`src/rtl/axi_sram_rd_arbiter_if.sv`:
```
// Read-only AXI channel bundle (AR + R) shared by the arbiter's master- and
// slave-facing ports. The slave-side instance is built with ID_W widened by
// the 4-bit master tag.
interface axi_sram_rd_arbiter_if #(
    parameter int unsigned ID_W   = 4,
    parameter int unsigned ADDR_W = 32,
    parameter int unsigned LEN_W  = 4,
    parameter int unsigned DATA_W = 32
);
    logic [ID_W-1:0]   arid;
    logic [ADDR_W-1:0] araddr;
    logic [LEN_W-1:0]  arlen;
    logic [2:0]        arsize;
    logic [1:0]        arburst;
    logic              arvalid;
    logic              arready;

    logic [ID_W-1:0]   rid;
    logic [DATA_W-1:0] rdata;
    logic [1:0]        rresp;
    logic              rlast;
    logic              rvalid;
    logic              rready;

    // Side that issues read requests and consumes read data
    modport master (
        output arid, araddr, arlen, arsize, arburst, arvalid, rready,
        input  arready, rid, rdata, rresp, rlast, rvalid
    );

    // Side that accepts read requests and returns read data
    modport slave (
        input  arid, araddr, arlen, arsize, arburst, arvalid, rready,
        output arready, rid, rdata, rresp, rlast, rvalid
    );
endinterface

```
`src/rtl/axi_sram_rd_arbiter.sv`:
```
// Two-master read arbiter in front of the SRAM wrapper's single AR/R port.
// M0 = instruction fetch, M1 = data. One burst in flight; the grant is locked
// from AR acceptance until the final R beat, then priority flips to the other
// master so a continuously requesting master cannot starve its peer.
// Optional macro ARB_BEAT_CHECK_EN: count beats against the latched ARLEN,
// drive master RLAST from the count, flag S_RLAST disagreement as SLVERR and
// sink stray slave beats while idle.
module axi_sram_rd_arbiter #(
    parameter int unsigned ID_W   = 4,
    parameter int unsigned ADDR_W = 32,
    parameter int unsigned LEN_W  = 4,
    parameter int unsigned DATA_W = 32
) (
    input  logic                  ACLK,
    input  logic                  ARESETn,
    axi_sram_rd_arbiter_if.slave  m0_if,
    axi_sram_rd_arbiter_if.slave  m1_if,
    axi_sram_rd_arbiter_if.master s_if
);

    localparam int unsigned TAG_W = 4;
    localparam int unsigned SID_W = ID_W + TAG_W;
`ifdef ARB_BEAT_CHECK_EN
    localparam int unsigned CNT_W = LEN_W + 1;
`endif

    typedef enum logic [1:0] {
        ST_IDLE = 2'd0,
        ST_ADDR = 2'd1,
        ST_DATA = 2'd2
    } state_e;

    state_e            state_q;
    logic              g_q;
    logic              ptr_q;
    logic              arvalid_q;
    logic [SID_W-1:0]  arid_q;
    logic [ADDR_W-1:0] araddr_q;
    logic [LEN_W-1:0]  arlen_q;
    logic [2:0]        arsize_q;
    logic [1:0]        arburst_q;
`ifdef ARB_BEAT_CHECK_EN
    logic [CNT_W-1:0]  cnt_q;
`endif

    logic              win_c;
    logic              take_c;
    logic [ID_W-1:0]   win_id_c;
    logic [ADDR_W-1:0] win_addr_c;
    logic [LEN_W-1:0]  win_len_c;
    logic [2:0]        win_size_c;
    logic [1:0]        win_burst_c;

    logic              in_data_c;
    logic              sel0_c;
    logic              sel1_c;
    logic              sink_c;
    logic              rready_c;
    logic              r_hs_c;
    logic              last_c;
    logic              rlast_c;
    logic [1:0]        rresp_c;

    // Winner selection: lone requester wins, a tie goes to the pointer
    always_comb begin
        win_c       = 1'b0;
        take_c      = 1'b0;
        win_id_c    = m0_if.arid;
        win_addr_c  = m0_if.araddr;
        win_len_c   = m0_if.arlen;
        win_size_c  = m0_if.arsize;
        win_burst_c = m0_if.arburst;

        if (m0_if.arvalid && m1_if.arvalid) begin
            win_c = ptr_q;
        end else begin
            win_c = m1_if.arvalid;
        end

        // Reset gating keeps ARREADY low while ARESETn is asserted
        take_c = ARESETn && (state_q == ST_IDLE) && (m0_if.arvalid || m1_if.arvalid);

        if (win_c) begin
            win_id_c    = m1_if.arid;
            win_addr_c  = m1_if.araddr;
            win_len_c   = m1_if.arlen;
            win_size_c  = m1_if.arsize;
            win_burst_c = m1_if.arburst;
        end
    end

    // R-channel steering and end-of-burst detection
    always_comb begin
        in_data_c = (state_q == ST_DATA);
        sel0_c    = in_data_c && !g_q;
        sel1_c    = in_data_c && g_q;
`ifdef ARB_BEAT_CHECK_EN
        last_c    = (cnt_q == CNT_W'(arlen_q));
        rlast_c   = last_c;
        rresp_c   = (s_if.rlast != last_c) ? 2'b10 : s_if.rresp;
        // Stray beats after a count-terminated burst are drained while idle
        sink_c    = ARESETn && (state_q == ST_IDLE);
`else
        last_c    = s_if.rlast;
        rlast_c   = s_if.rlast;
        rresp_c   = s_if.rresp;
        sink_c    = 1'b0;
`endif
        if (in_data_c) begin
            rready_c = g_q ? m1_if.rready : m0_if.rready;
        end else begin
            rready_c = sink_c;
        end
        r_hs_c = s_if.rvalid && rready_c;
    end

    // Master AR handshake: only the winner, only while idle
    assign m0_if.arready = take_c && !win_c;
    assign m1_if.arready = take_c && win_c;

    // Master R outputs: granted master sees the slave, the other sees zeros
    assign m0_if.rvalid = sel0_c && s_if.rvalid;
    assign m0_if.rid    = sel0_c ? s_if.rid[ID_W-1:0] : '0;
    assign m0_if.rdata  = sel0_c ? s_if.rdata : '0;
    assign m0_if.rresp  = sel0_c ? rresp_c : 2'b00;
    assign m0_if.rlast  = sel0_c && rlast_c;

    assign m1_if.rvalid = sel1_c && s_if.rvalid;
    assign m1_if.rid    = sel1_c ? s_if.rid[ID_W-1:0] : '0;
    assign m1_if.rdata  = sel1_c ? s_if.rdata : '0;
    assign m1_if.rresp  = sel1_c ? rresp_c : 2'b00;
    assign m1_if.rlast  = sel1_c && rlast_c;

    // Slave AR is purely registered; R ready follows the granted master
    assign s_if.arvalid = arvalid_q;
    assign s_if.arid    = arid_q;
    assign s_if.araddr  = araddr_q;
    assign s_if.arlen   = arlen_q;
    assign s_if.arsize  = arsize_q;
    assign s_if.arburst = arburst_q;
    assign s_if.rready  = rready_c;

    // Arbitration FSM with latched AR payload and grant lock
    always_ff @(posedge ACLK or negedge ARESETn) begin
        if (!ARESETn) begin
            state_q   <= ST_IDLE;
            g_q       <= 1'b0;
            ptr_q     <= 1'b0;
            arvalid_q <= 1'b0;
            arid_q    <= '0;
            araddr_q  <= '0;
            arlen_q   <= '0;
            arsize_q  <= '0;
            arburst_q <= '0;
`ifdef ARB_BEAT_CHECK_EN
            cnt_q     <= '0;
`endif
        end else begin
            case (state_q)
                ST_IDLE: begin
                    if (take_c) begin
                        arid_q    <= {TAG_W'(win_c), win_id_c};
                        araddr_q  <= win_addr_c;
                        arlen_q   <= win_len_c;
                        arsize_q  <= win_size_c;
                        arburst_q <= win_burst_c;
                        g_q       <= win_c;
                        arvalid_q <= 1'b1;
                        state_q   <= ST_ADDR;
                    end
                end
                ST_ADDR: begin
                    if (s_if.arready) begin
                        arvalid_q <= 1'b0;
                        state_q   <= ST_DATA;
`ifdef ARB_BEAT_CHECK_EN
                        cnt_q     <= '0;
`endif
                    end
                end
                ST_DATA: begin
                    if (r_hs_c) begin
`ifdef ARB_BEAT_CHECK_EN
                        cnt_q <= cnt_q + CNT_W'(1);
`endif
                        if (last_c) begin
                            state_q <= ST_IDLE;
                            ptr_q   <= ~g_q;
                        end
                    end
                end
                default: begin
                    state_q <= ST_IDLE;
                end
            endcase
        end
    end

endmodule

```
`src/flat_wrapper.sv`:
```
// flat-port wrapper written by rule: the top's interface ports become plain ports
module axi_sram_rd_arbiter_flat 
#(
    parameter int unsigned ID_W   = 4,
    parameter int unsigned ADDR_W = 32,
    parameter int unsigned LEN_W  = 4,
    parameter int unsigned DATA_W = 32
)
  (ACLK, ARESETn, m0_if_arid, m0_if_araddr, m0_if_arlen, m0_if_arsize, m0_if_arburst, m0_if_arvalid, m0_if_rready, m0_if_arready, m0_if_rid, m0_if_rdata, m0_if_rresp, m0_if_rlast, m0_if_rvalid, m1_if_arid, m1_if_araddr, m1_if_arlen, m1_if_arsize, m1_if_arburst, m1_if_arvalid, m1_if_rready, m1_if_arready, m1_if_rid, m1_if_rdata, m1_if_rresp, m1_if_rlast, m1_if_rvalid, s_if_arid, s_if_araddr, s_if_arlen, s_if_arsize, s_if_arburst, s_if_arvalid, s_if_rready, s_if_arready, s_if_rid, s_if_rdata, s_if_rresp, s_if_rlast, s_if_rvalid);
  axi_sram_rd_arbiter_if #(.ID_W(ID_W), .ADDR_W(ADDR_W), .LEN_W(LEN_W), .DATA_W(DATA_W)) m0_if_i ();
  axi_sram_rd_arbiter_if #(.ID_W(ID_W), .ADDR_W(ADDR_W), .LEN_W(LEN_W), .DATA_W(DATA_W)) m1_if_i ();
  axi_sram_rd_arbiter_if #(.ID_W(ID_W), .ADDR_W(ADDR_W), .LEN_W(LEN_W), .DATA_W(DATA_W)) s_if_i ();
  input  logic ACLK;
  input  logic ARESETn;
  input wire logic [$bits(m0_if_i.arid)-1:0] m0_if_arid;
  input wire logic [$bits(m0_if_i.araddr)-1:0] m0_if_araddr;
  input wire logic [$bits(m0_if_i.arlen)-1:0] m0_if_arlen;
  input wire logic [$bits(m0_if_i.arsize)-1:0] m0_if_arsize;
  input wire logic [$bits(m0_if_i.arburst)-1:0] m0_if_arburst;
  input wire logic [$bits(m0_if_i.arvalid)-1:0] m0_if_arvalid;
  input wire logic [$bits(m0_if_i.rready)-1:0] m0_if_rready;
  output wire logic [$bits(m0_if_i.arready)-1:0] m0_if_arready;
  output wire logic [$bits(m0_if_i.rid)-1:0] m0_if_rid;
  output wire logic [$bits(m0_if_i.rdata)-1:0] m0_if_rdata;
  output wire logic [$bits(m0_if_i.rresp)-1:0] m0_if_rresp;
  output wire logic [$bits(m0_if_i.rlast)-1:0] m0_if_rlast;
  output wire logic [$bits(m0_if_i.rvalid)-1:0] m0_if_rvalid;
  input wire logic [$bits(m1_if_i.arid)-1:0] m1_if_arid;
  input wire logic [$bits(m1_if_i.araddr)-1:0] m1_if_araddr;
  input wire logic [$bits(m1_if_i.arlen)-1:0] m1_if_arlen;
  input wire logic [$bits(m1_if_i.arsize)-1:0] m1_if_arsize;
  input wire logic [$bits(m1_if_i.arburst)-1:0] m1_if_arburst;
  input wire logic [$bits(m1_if_i.arvalid)-1:0] m1_if_arvalid;
  input wire logic [$bits(m1_if_i.rready)-1:0] m1_if_rready;
  output wire logic [$bits(m1_if_i.arready)-1:0] m1_if_arready;
  output wire logic [$bits(m1_if_i.rid)-1:0] m1_if_rid;
  output wire logic [$bits(m1_if_i.rdata)-1:0] m1_if_rdata;
  output wire logic [$bits(m1_if_i.rresp)-1:0] m1_if_rresp;
  output wire logic [$bits(m1_if_i.rlast)-1:0] m1_if_rlast;
  output wire logic [$bits(m1_if_i.rvalid)-1:0] m1_if_rvalid;
  output wire logic [$bits(s_if_i.arid)-1:0] s_if_arid;
  output wire logic [$bits(s_if_i.araddr)-1:0] s_if_araddr;
  output wire logic [$bits(s_if_i.arlen)-1:0] s_if_arlen;
  output wire logic [$bits(s_if_i.arsize)-1:0] s_if_arsize;
  output wire logic [$bits(s_if_i.arburst)-1:0] s_if_arburst;
  output wire logic [$bits(s_if_i.arvalid)-1:0] s_if_arvalid;
  output wire logic [$bits(s_if_i.rready)-1:0] s_if_rready;
  input wire logic [$bits(s_if_i.arready)-1:0] s_if_arready;
  input wire logic [$bits(s_if_i.rid)-1:0] s_if_rid;
  input wire logic [$bits(s_if_i.rdata)-1:0] s_if_rdata;
  input wire logic [$bits(s_if_i.rresp)-1:0] s_if_rresp;
  input wire logic [$bits(s_if_i.rlast)-1:0] s_if_rlast;
  input wire logic [$bits(s_if_i.rvalid)-1:0] s_if_rvalid;
  assign m0_if_i.arid = m0_if_arid;
  assign m0_if_i.araddr = m0_if_araddr;
  assign m0_if_i.arlen = m0_if_arlen;
  assign m0_if_i.arsize = m0_if_arsize;
  assign m0_if_i.arburst = m0_if_arburst;
  assign m0_if_i.arvalid = m0_if_arvalid;
  assign m0_if_i.rready = m0_if_rready;
  assign m0_if_arready = m0_if_i.arready;
  assign m0_if_rid = m0_if_i.rid;
  assign m0_if_rdata = m0_if_i.rdata;
  assign m0_if_rresp = m0_if_i.rresp;
  assign m0_if_rlast = m0_if_i.rlast;
  assign m0_if_rvalid = m0_if_i.rvalid;
  assign m1_if_i.arid = m1_if_arid;
  assign m1_if_i.araddr = m1_if_araddr;
  assign m1_if_i.arlen = m1_if_arlen;
  assign m1_if_i.arsize = m1_if_arsize;
  assign m1_if_i.arburst = m1_if_arburst;
  assign m1_if_i.arvalid = m1_if_arvalid;
  assign m1_if_i.rready = m1_if_rready;
  assign m1_if_arready = m1_if_i.arready;
  assign m1_if_rid = m1_if_i.rid;
  assign m1_if_rdata = m1_if_i.rdata;
  assign m1_if_rresp = m1_if_i.rresp;
  assign m1_if_rlast = m1_if_i.rlast;
  assign m1_if_rvalid = m1_if_i.rvalid;
  assign s_if_arid = s_if_i.arid;
  assign s_if_araddr = s_if_i.araddr;
  assign s_if_arlen = s_if_i.arlen;
  assign s_if_arsize = s_if_i.arsize;
  assign s_if_arburst = s_if_i.arburst;
  assign s_if_arvalid = s_if_i.arvalid;
  assign s_if_rready = s_if_i.rready;
  assign s_if_i.arready = s_if_arready;
  assign s_if_i.rid = s_if_rid;
  assign s_if_i.rdata = s_if_rdata;
  assign s_if_i.rresp = s_if_rresp;
  assign s_if_i.rlast = s_if_rlast;
  assign s_if_i.rvalid = s_if_rvalid;
  axi_sram_rd_arbiter #(.ID_W(ID_W), .ADDR_W(ADDR_W), .LEN_W(LEN_W), .DATA_W(DATA_W)) u_core (.ACLK(ACLK), .ARESETn(ARESETn), .m0_if(m0_if_i), .m1_if(m1_if_i), .s_if(s_if_i));
endmodule
```
`config.mk`:
```
export PLATFORM = sky130hd
export DESIGN_NAME = axi_sram_rd_arbiter_flat
export DESIGN_NICKNAME = d
export VERILOG_FILES = /design/src/rtl/axi_sram_rd_arbiter_if.sv /design/src/rtl/axi_sram_rd_arbiter.sv /design/src/flat_wrapper.sv
export SDC_FILE = /design/constraint.sdc
export NUM_CORES = 1
export LEC_CHECK = 0
export ABC_AREA = 1
export BUFFER_PORTS_ARGS = -buffer_cell sky130_fd_sc_hd__buf_2
export CORE_AREA = 2 2 104 106
export CTS_CLUSTER_SIZE = 25
export DETAILED_ROUTE_END_ITERATION = 8
export DIE_AREA = 0 0 106 108
export GPL_ROUTABILITY_DRIVEN = 0
export GPL_TIMING_DRIVEN = 0
export PLACE_DENSITY_LB_ADDON = 0.3
export REMOVE_ABC_BUFFERS = 1
export SLEW_MARGIN = 40
export SYNTH_ARGS = -nofsm -noshare
export SYNTH_HDL_FRONTEND = slang
export SYNTH_SLANG_ARGS = --single-unit
export TNS_END_PERCENT = 100
```
`constraint.sdc`:
```
create_clock -name ACLK -period 3.8 [get_ports ACLK]
set_input_delay 0.76 -clock ACLK [delete_from_list [all_inputs] [get_ports ACLK]]
set_output_delay 0.76 -clock ACLK [all_outputs]
set_load 0.02 [all_outputs]
```
==> results of run 1 <==
## worst max path at each step
stage	from	cells after the start	endpoint	slack, ps
2_1_floorplan	ARESETn	4	m0_if_arready	300
3_3_place_gp	ARESETn	6	m0_if_arready	-1740
3_5_place_dp	m1_if_arvalid	7	m0_if_arready	430
4_1_cts	m1_if_arvalid	7	m0_if_arready	440
5_1_grt	ARESETn	7	m0_if_arready	370
6_report	ARESETn	7	m0_if_arready	600
## area by class of cell
| class | count | area [sq um] |
|---|---|---|
| clock inverters | 1 | 8.76 |
| multi-input cells | 377 | 1510 |
| diodes | 7 | 17.5 |
| clock buffers | 7 | 96.3 |
| fillers | 1174 | 5600 |
| repair buffers | 267 | 1390 |
| flip-flops and latches | 50 | 1250 |
| well taps | 136 | 170 |
| inverters | 50 | 190 |
## cells by family after synthesis
group | synth area share
AOI/OAI and AO/OA | 0.00320
buffers and inverters | 0.122
DFF | 0.400
and+or+nand+nor | 0.475
## metrics by stage
stage	setup TNS [ps]	utilization	total power [mW]
6_report	0	0.453	2.91
5_1_grt	0	0.452	3.15
4_1_cts	0	0.450	2.94
3_5_place_dp	0	0.440	2.59
3_3_place_gp	-46500	0.433	2.54
2_1_floorplan	0	-	1.91
## metal layers
layer	up-vias	part of all wire	track usage
met2	174	0.50	0.369
met1	1655	0.38	0.212
met4	2	0.019	0.0789
met5	-	0.00086	0
met3	13	0.10	0.0705
li1	1994	-	-
## sequential cells by signal, summed over array words and instances (netlist names)
signal and cells:
u_core.state_q 2, u_core.ptr_q 1, u_core.g_q 1, u_core.s_if.araddr 32, u_core.s_if.arsize 3, u_core.arid_q 4
u_core.s_if.arlen 4, u_core.s_if.arburst 2, u_core.s_if.arvalid 1
## placed cells by master, fill, tap and decap left out, types with 2 or more instances in the layout
master and count:
buf_4 2, nand2_1 237, buf_16 2, buf_2 263, nand2_4 2, inv_1 47, nor2_1 83, dfrtp_1 50
nand3_1 47, diode_2 7, nand2_2 2, clkbuf_8 7, o21ai_0 2, inv_2 2
## power by group
part	internal [mW]	switching [mW]	total (mW)
combinational	0.529	1.13	1.66
sequential	0.774	0.129	0.903
clock	0.167	0.178	0.345
==> impl_metrics.json, run 1 <==
{
  "status": "finished, final reports clean",
  "worstSetupStartpointType": "input pin",
  "worstPathArrival_ps": 2440,
  "yosysTopAreaCell": "dfrtp_1",
  "post_cts.repair.setup_buffers": 0,
  "dpl.hpwl_mm": 9.30,
  "ys_warn_count": 0,
  "synthFlopType": "dfrtp_1",
  "r2r_slack_ps": 2120,
  "relSlewSlack": 0.530,
  "clk_latency_ps": 300,
  "clk_pin_slew_ps": 90,
  "clock_sinks": 50,
  "fmax_ghz": 0.313,
  "stdcell_count": 895,
  "power.leakage_nw": 3.18,
  "core_area_sq_um": 10200,
  "final_area_sq_um": 4630,
  "cts_root_buffer": "clkbuf_8",
  "design.die.area_sq_um": 11400,
  "irDropWorstVdd_uv": 249,
  "htreeDepth": 2,
  "grt_pass1_vias": 3677,
  "cts_made_buffers": 5,
  "worstSetupPathType": "in -> out",
  "synth_seq_cells": 50,
  "synthTopCellsByArea": "dfrtp_1 40%, nand2_1 29%, nor2_1 10%",
  "rr_endpoint": "u_core.s_if.arsize[0]",
  "grt_max_degree": 52,
  "rsz0062_at_grt": "no",
  "synthTopCellsByCount": "239 x nand2_1, 83 x nor2_1, 50 x dfrtp_1",
  "hold_viol_final": 0,
  "drive_above_1_share": 0.378,
  "synth_cell_types": 15,
  "worstPathRequired_ps": 3040,
  "path_delay_family": "buffers and inverters",
  "worst_slew_pin_slew_ps": 702,
  "ys_seq_area_frac": 0.400,
  "skew_ps": 4.87,
  "nNetsFinal": 888,
  "via_per_inst": 4.29,
  "route.detailed.drc": 0,
  "wl_per_cell_um": 13.1,
  "cts-resized-gates": 0,
  "netlist_instances": 508,
  "dpl.cell_count": 880,
  "die_x_um": 106,
  "synth-edff-count": 0,
  "crit_buf_inv": 4,
  "syn_to_final_growth_pct": 48.0,
  "fin_hold_ws_ps": 464,
  "r2r-start": "u_core.ptr_q",
  "holdBufCountCts": 0,
  "synth_area_per_cell_sq_um": 6.16,
  "min_period_ps": 3200,
  "rows": 37,
  "antenna_found_initial": 9,
  "synth.most_common_cell": "nand2_1",
  "crit_chain": "buf_4 > nand3_1 > nor2_4 > buf_16 > inv_4 > nor2_1 > buf_2",
  "endpoint_kind": "output pin",
  "ant_nets": 0,
  "power_density_nw_per_um2": 627,
  "reg2reg_depth": 7,
  "start_util": 0.306,
  "syn-cell-area_sq_um": 3130,
  "worst_path_max_delay_cell": "buf_4",
  "drt-total-wl_mm": 11.7,
  "hp-class": "in -> async",
  "drt-initial-drc-count": 262,
  "clockBufferDepth": 2,
  "critPathMaxStageDelay_ps": 490,
  "crit_fanout": 51,
  "cts_tree": "yes",
  "grt_usage": 0.201,
  "finalSetupViolCount": 0,
  "period_share": 0.842,
  "synth_top_area_frac": 0.400,
  "async_flop_share": 1.00,
  "ios": 266,
  "placed_cell_area_sq_um": 4500,
  "vias": 3838,
  "fin_ws_ps": 602,
  "io_buffers": 265,
  "grt_pass1_wl_mm": 18.0,
  "grt-ovfl-total": 0,
  "place_ws_ps": 434,
  "slew_viol_final": 0,
  "die_height_um": 108,
  "drt-pass1-iter-count": 4,
  "cap_viol_max_count": 0
}
(Power assumes the default switching activity.)
==> run 2: changes to the inputs <==
--- a/config.mk
+++ b/config.mk
@@ -5,12 +5,12 @@
 export SDC_FILE = /design/constraint.sdc
 export NUM_CORES = 1
 export LEC_CHECK = 0
-export ABC_AREA = 1
+export ABC_AREA = 0
 export BUFFER_PORTS_ARGS = -buffer_cell sky130_fd_sc_hd__buf_2
-export CORE_AREA = 2 2 104 106
+export CORE_AREA = 2 2 103 105
 export CTS_CLUSTER_SIZE = 25
 export DETAILED_ROUTE_END_ITERATION = 8
-export DIE_AREA = 0 0 106 108
+export DIE_AREA = 0 0 105 107
 export GPL_ROUTABILITY_DRIVEN = 0
 export GPL_TIMING_DRIVEN = 0
 export PLACE_DENSITY_LB_ADDON = 0.3
==> constraint.sdc (replaced) <==
create_clock -name ACLK -period 3.15 [get_ports ACLK]
set_input_delay 0.63 -clock ACLK [delete_from_list [all_inputs] [get_ports ACLK]]
set_output_delay 0.63 -clock ACLK [all_outputs]
set_load 0.02 [all_outputs]
==> impl_metrics.json, run 2 <==
{
  "vias": 3382,
  "grt_max_degree": 53,
  "cts-resized-gates": 0,
  "drt-total-wl_mm": 10.6,
  "post_cts.repair.setup_buffers": 0,
  "hp-class": "in -> async",
  "diodes": 0,
  "rsz0062_at_grt": "no",
  "ys_warn_count": 0,
  "fmax_ghz": 0.344,
  "crit_chain": "buf_6 > nor3b_2 > and3_4 > buf_2",
  "drt-initial-drc-count": 267,
  "grt_pass1_vias": 3242,
  "endpoint_kind": "output pin",
  "worstPathArrival_ps": 2280,
  "synthFlopType": "dfrtp_1",
  "synthTopCellsByArea": "dfrtp_1 42%, and2_1 17%, a221o_2 12%",
  "finalSetupViolCount": 0,
  "route.detailed.drc": 0,
  "ios": 266,
  "reg2reg_depth": 5,
  "syn-cell-area_sq_um": 2970,
  "drt-pass1-iter-count": 4,
  "via_per_inst": 4.82,
  "wl_per_cell_um": 15.1,
  "tns_ps": 0,
  "r2r-start": "u_core.state_q[0]",
  "synth_top_area_frac": 0.421,
  "syn_to_final_growth_pct": 52.3,
  "path_delay_family": "simple AND/OR/NAND/NOR gates",
  "synthTopCellsByCount": "80 x and2_1, 50 x dfrtp_1, 49 x nand2_1",
  "power_density_nw_per_um2": 796,
  "synth_area_per_cell_sq_um": 9.27,
  "htreeDepth": 2,
  "power.leakage_nw": 2.52,
  "rr_endpoint": "u_core.s_if.araddr[22]",
  "ant_nets": 0,
  "yosysTopAreaCell": "dfrtp_1",
  "synth_cell_types": 25,
  "grt-ovfl-total": 0,
  "worst_slew_pin_slew_ps": 639,
  "worstPathRequired_ps": 2520,
  "cts_made_buffers": 5,
  "die_x_um": 105,
  "clk_pin_slew_ps": 100,
  "synth_seq_cells": 50,
  "die_height_um": 107,
  "largest_reg_flops": 32,
  "status": "finished, final reports clean",
  "start_util": 0.295,
  "cts_root_buffer": "clkbuf_8",
  "clk_latency_ps": 290,
  "slew_viol_final": 0,
  "netlist_instances": 321,
  "crit_buf_inv": 2,
  "io_buffers": 265,
  "layout_commonest_cell": "buf_2",
  "synth.most_common_cell": "and2_1",
  "dpl.cell_count": 694,
  "min_period_ps": 2910,
  "worst_path_max_delay_cell": "and3_4",
  "critPathMaxStageDelay_ps": 600,
  "period_share": 0.922,
  "cap_viol_max_count": 0,
  "antenna_found_initial": 0,
  "dpl.hpwl_mm": 8.11,
  "holdBufCountCts": 0,
  "fillers": 1051,
  "worstSetupPathType": "in -> out",
  "crit_fanout": 52,
  "ys_seq_area_frac": 0.421,
  "grt_pass1_wl_mm": 16.2,
  "async_flop_share": 1.00,
  "stdcell_count": 701,
  "grt_usage": 0.177,
  "nNetsFinal": 702,
  "synth-edff-count": 0,
  "design.die.area_sq_um": 11200,
  "skew_ps": 7.61,
  "clockBufferDepth": 2,
  "core_area_sq_um": 10100,
  "clock_sinks": 50,
  "irDropWorstVdd_uv": 309,
  "rows": 37,
  "drive_above_1_share": 0.563,
  "final_cell_mix": "263 x buf_2, 80 x and2_1, 50 x dfrtp_1, 49 x nand2_1, 46 x nor3_1",
  "relSlewSlack": 0.573,
  "cts_tree": "yes",
  "worstSetupStartpointType": "input pin",
  "utilization": 0.449,
  "hold_viol_final": 0,
  "r2r_slack_ps": 1380
}
[run 2: how the worst max path moves through the flow]
stage	depth (start not counted)	startpoint	slack [ps]	to
finish	4	ARESETn	240	m0_if_arready
global route	4	ARESETn	60	m0_if_arready
CTS	4	ARESETn	20	m0_if_arready
detailed placement	4	ARESETn	20	m0_if_arready
global placement	3	m1_if_arvalid	-1290	u_core.state_q[0]
floorplan	2	m0_if_arvalid	-50	m1_if_arready
[run 2: final cells by class]
cell class / instances / area (sq um) / area share
multi-input combinational: 237 / 1560 / 0.345
timing repair buffer: 270 / 1460 / 0.322
sequential: 50 / 1250 / 0.276
tap: 136 / 170 / 0.0376
clock buffer: 5 / 68.8 / 0.0152
clock inverter: 2 / 13.8 / 0.00304
inverter: 1 / 3.75 / 0.000828
[run 2: worst reg2reg max path, delay by kind of cell, from the launching register on]
| family | cells | cell delay (ps) |
|---|---|---|
| and+or+nand+nor | 1 | 290 |
| buffers and inverters | 2 | 380 |
| AOI/OAI and AO/OA | 2 | 560 |
| DFF | 1 | 430 |
[run 2: kinds of logic after synthesis]
group / share of synthesized area
buffers and inverters: 0.0677
AND/OR/NAND/NOR: 0.332
flip-flops: 0.421
multiplexers: 0.00715
AO/OA/AOI/OAI: 0.172
[run 2: metal layers]
metal	vias to the layer above	global-route usage	share of wire
met5	-	0	0
li1	1628	-	-
met4	0	0.0390	0.011
met3	9	0.0292	0.064
met1	1580	0.211	0.39
met2	165	0.334	0.54
[run 2: per-stage QoR]
step | cell area, sq um | hold slack (ps) | worst slack (ps) | power, mW
2_1_floorplan | 2780 | 334 | -51.5 | 2.37
3_3_place_gp | 4270 | 458 | -1290 | 3.11
3_5_place_dp | 4440 | 468 | 22.4 | 3.26
4_1_cts | 4530 | 367 | 24.8 | 3.65
5_1_grt | 4530 | 280 | 59.4 | 3.84
6_report | 4530 | 250 | 245 | 3.61
[run 2: power by group]
part | leakage (nW) | internal (mW) | switching [mW]
registers | 0.619 | 0.940 | 0.175
clock network | 0.0444 | 0.154 | 0.212
logic | 1.85 | 0.868 | 1.26
total | 2.52 | 1.96 | 1.65
